$ cat src/rtl/posit_mult_if.sv
// Operand/result bundle for the posit multiplier: operand pair with start strobe,
// registered product with NaR/zero flags and done.
interface posit_mult_if #(
  parameter int N = 8
);
  logic [N-1:0] in1;
  logic [N-1:0] in2;
  logic         start;
  logic [N-1:0] out;
  logic         inf;
  logic         zero;
  logic         done;

  modport master (
    output in1, in2, start,
    input  out, inf, zero, done
  );

  modport slave (
    input  in1, in2, start,
    output out, inf, zero, done
  );
endinterface

$ cat src/rtl/posit_mult.sv
// Posit<N,es> multiplier: combinational decode/multiply/round, one registered
// result stage; accepts one operand pair per cycle when start is high.
module posit_mult #(
  parameter int N  = 8,
  parameter int es = 3
) (
  input  logic         clk,
  input  logic         rst,
  posit_mult_if.slave  bus
);
  localparam int Bs = $clog2(N);
  localparam int KW = Bs + 1;            // signed regime value
  localparam int W  = N - es;            // mantissa width incl. hidden bit
  localparam int PW = 2 * W;             // raw mantissa product width
  localparam int FW = PW - 1;            // fraction after normalisation
  localparam int SW = Bs + es + 4;       // signed scale width
  localparam int T  = es + FW;           // exponent + fraction tail
  localparam int V  = 2 + T + N - 1;     // regime seed + tail + shift headroom

  localparam logic [N-1:0]          NAR   = {1'b1, {(N-1){1'b0}}};
  localparam logic signed [SW-1:0]  K_MAX = SW'(N - 2);
  localparam logic signed [SW-1:0]  K_MIN = SW'(-(N - 1));

  logic [N-1:0]          opnd [2];
  logic                  s_a  [2];
  logic signed [KW-1:0]  k_a  [2];
  logic [es-1:0]         e_a  [2];
  logic [W-1:0]          mt_a [2];

  assign opnd[0] = bus.in1;
  assign opnd[1] = bus.in2;

  // Operand decode: magnitude, regime run length, exponent, mantissa with hidden 1
  for (genvar gi = 0; gi < 2; gi++) begin : g_dec
    logic [N-2:0]          rem;
    logic [N-2:0]          sh;
    logic                  r0;
    logic                  run;
    logic [Bs-1:0]         m;
    logic signed [KW-1:0]  km;
    logic signed [KW-1:0]  k;

    always_comb begin
      rem = opnd[gi][N-1] ? (~opnd[gi][N-2:0] + 1'b1) : opnd[gi][N-2:0];
      r0  = rem[N-2];
      run = 1'b1;
      m   = '0;
      for (int i = N - 2; i >= 0; i--) begin
        if (run && (rem[i] == r0)) m = m + 1'b1;
        else                       run = 1'b0;
      end
      km = {1'b0, m};
      k  = r0 ? (km - KW'(1)) : -km;
      // Drop regime run and its terminator; bits shifted past the end read as zero
      sh = (rem << m) << 1;
    end

    assign s_a[gi]  = opnd[gi][N-1];
    assign k_a[gi]  = k;
    assign e_a[gi]  = sh[N-2 -: es];
    assign mt_a[gi] = {1'b1, sh[N-2-es:0]};
  end

  logic                  sign;
  logic [PW-1:0]         prod;
  logic [FW-1:0]         fracp;
  logic signed [SW-1:0]  ksum0;
  logic signed [SW-1:0]  ksum1;
  logic signed [SW-1:0]  scale;
  logic signed [SW-1:0]  kr;
  logic [SW-1:0]         shamt;
  logic [es-1:0]         er;
  logic [T-1:0]          tail;
  logic signed [V-1:0]   base_pos;
  logic [V-1:0]          base_neg;
  logic [V-1:0]          vec;
  logic [N-2:0]          trunc;
  logic                  guard;
  logic                  sticky;
  logic [N-2:0]          mag;
  logic [N-1:0]          res_mag;
  logic                  nar_in;
  logic                  zero_in;

  logic [N-1:0] out_d,  out_q;
  logic         inf_d,  inf_q;
  logic         zero_d, zero_q;
  logic         done_q;

  always_comb begin
    sign  = s_a[0] ^ s_a[1];
    prod  = mt_a[0] * mt_a[1];
    ksum0 = {{(SW-KW){k_a[0][KW-1]}}, k_a[0]};
    ksum1 = {{(SW-KW){k_a[1][KW-1]}}, k_a[1]};
    scale = ((ksum0 + ksum1) <<< es) + SW'(e_a[0]) + SW'(e_a[1]);
    if (prod[PW-1]) begin
      fracp = prod[PW-2:0];
      scale = scale + SW'(1);
    end else begin
      fracp = {prod[PW-3:0], 1'b0};
    end

    kr    = scale >>> es;
    er    = scale[es-1:0];
    tail  = {er, fracp};
    shamt = kr[SW-1] ? ~kr : kr;

    // Seed "10"/"01" and shift: arithmetic shift grows a ones-run, logical a zeros-run
    base_pos = {2'b10, tail, {(N-1){1'b0}}};
    base_neg = {2'b01, tail, {(N-1){1'b0}}};
    if (kr[SW-1]) vec = base_neg >> shamt;
    else          vec = base_pos >>> shamt;

    trunc  = vec[V-1 -: N-1];
    guard  = vec[V-N];
    sticky = |vec[V-N-1:0];
    mag    = trunc + {{(N-2){1'b0}}, guard & (trunc[0] | sticky)};

    if (kr >= K_MAX)      mag = {(N-1){1'b1}};
    else if (kr <= K_MIN) mag = {{(N-2){1'b0}}, 1'b1};

    res_mag = {1'b0, mag};
    nar_in  = (opnd[0] == NAR) || (opnd[1] == NAR);
    zero_in = (opnd[0] == '0)  || (opnd[1] == '0);

    out_d  = sign ? (~res_mag + 1'b1) : res_mag;
    inf_d  = 1'b0;
    zero_d = 1'b0;
    if (nar_in) begin
      out_d = NAR;
      inf_d = 1'b1;
    end else if (zero_in) begin
      out_d  = '0;
      zero_d = 1'b1;
    end
  end

  always_ff @(posedge clk) begin
    if (rst) begin
      out_q  <= '0;
      inf_q  <= 1'b0;
      zero_q <= 1'b0;
      done_q <= 1'b0;
    end else if (bus.start) begin
      out_q  <= out_d;
      inf_q  <= inf_d;
      zero_q <= zero_d;
      done_q <= 1'b1;
    end else begin
      done_q <= 1'b0;
    end
  end

  assign bus.out  = out_q;
  assign bus.inf  = inf_q;
  assign bus.zero = zero_q;
  assign bus.done = done_q;
endmodule

$ cat src/flat_wrapper.sv
// flat-port wrapper written by rule: the top's interface ports become plain ports
module posit_mult_flat 
#(
  parameter int N  = 8,
  parameter int es = 3
)
  (clk, rst, bus_in1, bus_in2, bus_start, bus_out, bus_inf, bus_zero, bus_done);
  posit_mult_if #(.N(N)) bus_i ();
  input  logic clk;
  input  logic rst;
  input wire logic [$bits(bus_i.in1)-1:0] bus_in1;
  input wire logic [$bits(bus_i.in2)-1:0] bus_in2;
  input wire logic [$bits(bus_i.start)-1:0] bus_start;
  output wire logic [$bits(bus_i.out)-1:0] bus_out;
  output wire logic [$bits(bus_i.inf)-1:0] bus_inf;
  output wire logic [$bits(bus_i.zero)-1:0] bus_zero;
  output wire logic [$bits(bus_i.done)-1:0] bus_done;
  assign bus_i.in1 = bus_in1;
  assign bus_i.in2 = bus_in2;
  assign bus_i.start = bus_start;
  assign bus_out = bus_i.out;
  assign bus_inf = bus_i.inf;
  assign bus_zero = bus_i.zero;
  assign bus_done = bus_i.done;
  posit_mult #(.N(N), .es(es)) u_core (.clk(clk), .rst(rst), .bus(bus_i));
endmodule
$ cat config.mk
export PLATFORM = sky130hd
export DESIGN_NAME = posit_mult_flat
export DESIGN_NICKNAME = d
export VERILOG_FILES = /design/src/rtl/posit_mult_if.sv /design/src/rtl/posit_mult.sv /design/src/flat_wrapper.sv
export SDC_FILE = /design/constraint.sdc
export NUM_CORES = 1
export LEC_CHECK = 0
export BUFFER_PORTS_ARGS = -buffer_cell sky130_fd_sc_hd__buf_2
export CAP_MARGIN = 20
export CORE_MARGIN = 2
export CORE_UTILIZATION = 60
export CTS_CLUSTER_SIZE = 8
export DETAILED_ROUTE_END_ITERATION = 16
export MAX_ROUTING_LAYER = met4
export PLACE_DENSITY_LB_ADDON = 0.08
export SETUP_SLACK_MARGIN = 0.2
export SLEW_MARGIN = 20
export SYNTH_ARGS = -nofsm -noshare
export SYNTH_HDL_FRONTEND = slang
export SYNTH_SLANG_ARGS = --single-unit
$ cat constraint.sdc
create_clock -name clk -period 12.6 [get_ports clk]
set_input_delay 1.89 -clock clk [delete_from_list [all_inputs] [get_ports clk]]
set_output_delay 1.89 -clock clk [all_outputs]
set_load 0.05 [all_outputs]
==> flow_metrics.env <==
export IMPL_outcome="completed"
export IMPL_routed_via_count=5495
export IMPL_drc=0
export IMPL_num_io_pins=30
export IMPL_post_place_cells=782
export IMPL_syn2layout_area_growth_pct=4.78
export IMPL_synth_mux_area_fraction=0.0373
export IMPL_syn_avg_cell_area_um2=7.28
export IMPL_synth_edff_count=0
export IMPL_clock_latency_ps=240
export IMPL_grtUsageTotal=0.337
export IMPL_grt_pass1_vias=5059
export IMPL_ant_nets=0
export IMPL_gp_congestion=1.04
export IMPL_dr_max_layer_used="met4"
export IMPL_mostFrequentLayoutCells="60 x nand2_1, 55 x nor2_1, 41 x a21oi_1"
export IMPL_syn_inst=672
export IMPL_antenna_found_initial=0
export IMPL_crit_type="in2reg"
export IMPL_cpMaxStageDelayCell="fa_1"
export IMPL_synth_xor_area_share=0.0844
export IMPL_postCtsSetupBuffers=0
export IMPL_holdCritPathClass="reg2reg"
export IMPL_numCtsBuffers=3
export IMPL_wl_per_cell_um=18.4
export IMPL_root_buffer="clkbuf_8"
export IMPL_drtIter0Drc=524
export IMPL_max_cap_viol_count=0
export IMPL_arrival_ps=11760
export IMPL_layout_commonest_cell="nand2_1"
export IMPL_critPathRequiredTime_ps=12720
export IMPL_slew_headroom=0.318
export IMPL_start_util=0.627
export IMPL_stdcell_count=786
export IMPL_fin_crit_sh=0.923
export IMPL_clock_sinks=11
export IMPL_cts_max_level=1
export IMPL_dp_hpwl_mm=11.2
export IMPL_synth_top_family_by_area="compound AO/OA/AOI/OAI gates"
export IMPL_final_nets=738
export IMPL_ys_warn_count=0
export IMPL_fin_tns_setup_ps=0
export IMPL_synth_ff_type="dfxtp_1"
export IMPL_layout_min_cycle_time_ps=11640
export IMPL_diodes=0
export IMPL_dr_wl_met2_mm=6.40
export IMPL_worstSetupEndpointType="flop"
export IMPL_cts_tree="built"
export IMPL_synth_compound_area_frac=0.413
export IMPL_finalSetupViolCount=0
export IMPL_wl_met1_mm=6.45
export IMPL_reg2reg_depth=2
export IMPL_wl_mm=14.5
export IMPL_fin_skew_ps=0
export IMPL_placementRows=32
export IMPL_startpoint_type="input port"
export IMPL_via_per_inst=6.99
export IMPL_synth_seq_cells=11
export IMPL_port_buffer_count=29
export IMPL_max_stage_delay_ps=500
export IMPL_final_cell_area_um2=5130
export IMPL_die_x_um=94.3
export IMPL_slew_violations=0
export IMPL_yosys_area_share_simple=0.254
export IMPL_hold_depth=1
export IMPL_hold_ws_ps=466
export IMPL_clk_path_buf_depth=2
export IMPL_synth_fa_ha_area_frac=0.102
export IMPL_rsz0062_at_grt="false"
export IMPL_tightest_slew_ps=1020
export IMPL_ys_types=109
export IMPL_ys_async_sr_fraction=0
export IMPL_drive_gt1_frac=0.145
export IMPL_synth_cell_area_um2=4890
export IMPL_core_um2=7810
export IMPL_overflow=0
export IMPL_placed_area_um2=5050
export IMPL_fmax_ghz=0.0859
export IMPL_dr_pass1_iters=5
export IMPL_critPathMostFrequentCell="ha_1"
export IMPL_grt_pass1_wl_mm=24.2
export IMPL_wl_met3_mm=1.34
export IMPL_cp_max_fo=14
export IMPL_dieArea_um2=8900
export IMPL_fp_dieH_um=94.3
export IMPL_seq_area_frac_synth=0.0450
export IMPL_grt_max_degree=28
export IMPL_final_hold_viol_count=0
export IMPL_clk_pin_slew_ps=50
[layout make-up]
| class | count | area, um^2 |
|---|---|---|
| Clock buffer | 3 | 41.3 |
| Fill cell | 745 | 2680 |
| Timing Repair Buffer | 34 | 183 |
| Inverter | 37 | 139 |
| Multi-Input combinational cell | 598 | 4410 |
| Sequential cell | 11 | 220 |
| Tap cell | 102 | 128 |
| Clock inverter | 1 | 5.00 |
[final timing paths]
kind | startpoint | end | slack (ps)
setup / recovery | bus_in2[4] | u_core.bus.out[6] | 960
setup reg to reg | u_core.bus.out[7] | u_core.bus.out[7] | 11780
hold / removal | u_core.bus.out[6] | u_core.bus.out[6] | 470
hold reg to reg | u_core.bus.out[6] | u_core.bus.out[6] | 470
[critical path: cells and delay by family]
kind            cells  cell delay, ps
simple gates       12            2910
fa+ha+maj           8            2680
xor+xnor            1             290
mux                 2             560
compound gates     14            3270
buf+inv             2             170
[synthesized netlist by cell type, types with 5 or more instances]
library cell  count  share of area
xor2_1           15          0.027
o21ai_0          20          0.020
nand2b_1         14          0.018
or3_1             8          0.010
buf_2            11          0.011
o21a_1            5         0.0077
o22ai_1          11          0.014
nor2_1           55          0.042
a31o_2            7          0.013
nand4_1           8          0.010
dfxtp_1          11          0.045
nor3_1           18          0.018
mux2i_1          12          0.025
o31a_1            5         0.0089
o211a_1           5          0.010
and3_1            9          0.012
o211ai_1         24          0.037
nand2_1          60          0.046
a21o_1            8          0.012
a31oi_1          21          0.027
clkbuf_1         12         0.0092
o31ai_1          14          0.021
xnor2_1          24          0.043
inv_1            37          0.028
nand3_1          21          0.021
nor4_1            7         0.0089
a21oi_1          41          0.042
and2_1            5         0.0064
fa_1              7          0.029
a211oi_1         12          0.018
ha_1             27          0.069
buf_6             5          0.012
[kinds of logic (layout without fill, tap and decap cells)]
group / count (synthesis) / in the layout
xor gates and xnor gates: 43 / 43
DFF: 11 / 11
AOI/OAI and AO/OA: 256 / 256
adders and majority gates: 36 / 36
other: 2 / 6
and+or+nand+nor: 240 / 240
muxes: 17 / 17
buffers and inverters: 67 / 75
[flip-flops by register name, summed over array words and instances, names as in the netlist]
| name | cells |
|---|---|
| u_core.bus.inf | 1 |
| u_core.bus.zero | 1 |
| u_core.bus.done | 1 |
| u_core.bus.out | 8 |
[through the flow]
step                      setup WS [ps]  utilization
after detailed placement            410        0.647
final                               964        0.657
after global placement              748        0.647
after floorplan                    1470            -
after CTS                           591        0.653
after global routing                244        0.657
[timing repair]
item	CTS	global route
setup endpoints to repair	0	6
endpoints found under the hold margin	0	0
hold buffers	0	0
resized for setup	0	6
[per-layer routing]
metal / track usage / up-vias
met2: 0.532 / 299
met1: 0.456 / 2546
met4: 0.0713 / 0
met5: - / -
li1: - / 2616
met3: 0.0546 / 34
Power is not shown: default switching activity piles up to over one toggle a cycle in this logic, so the estimate is an artifact.
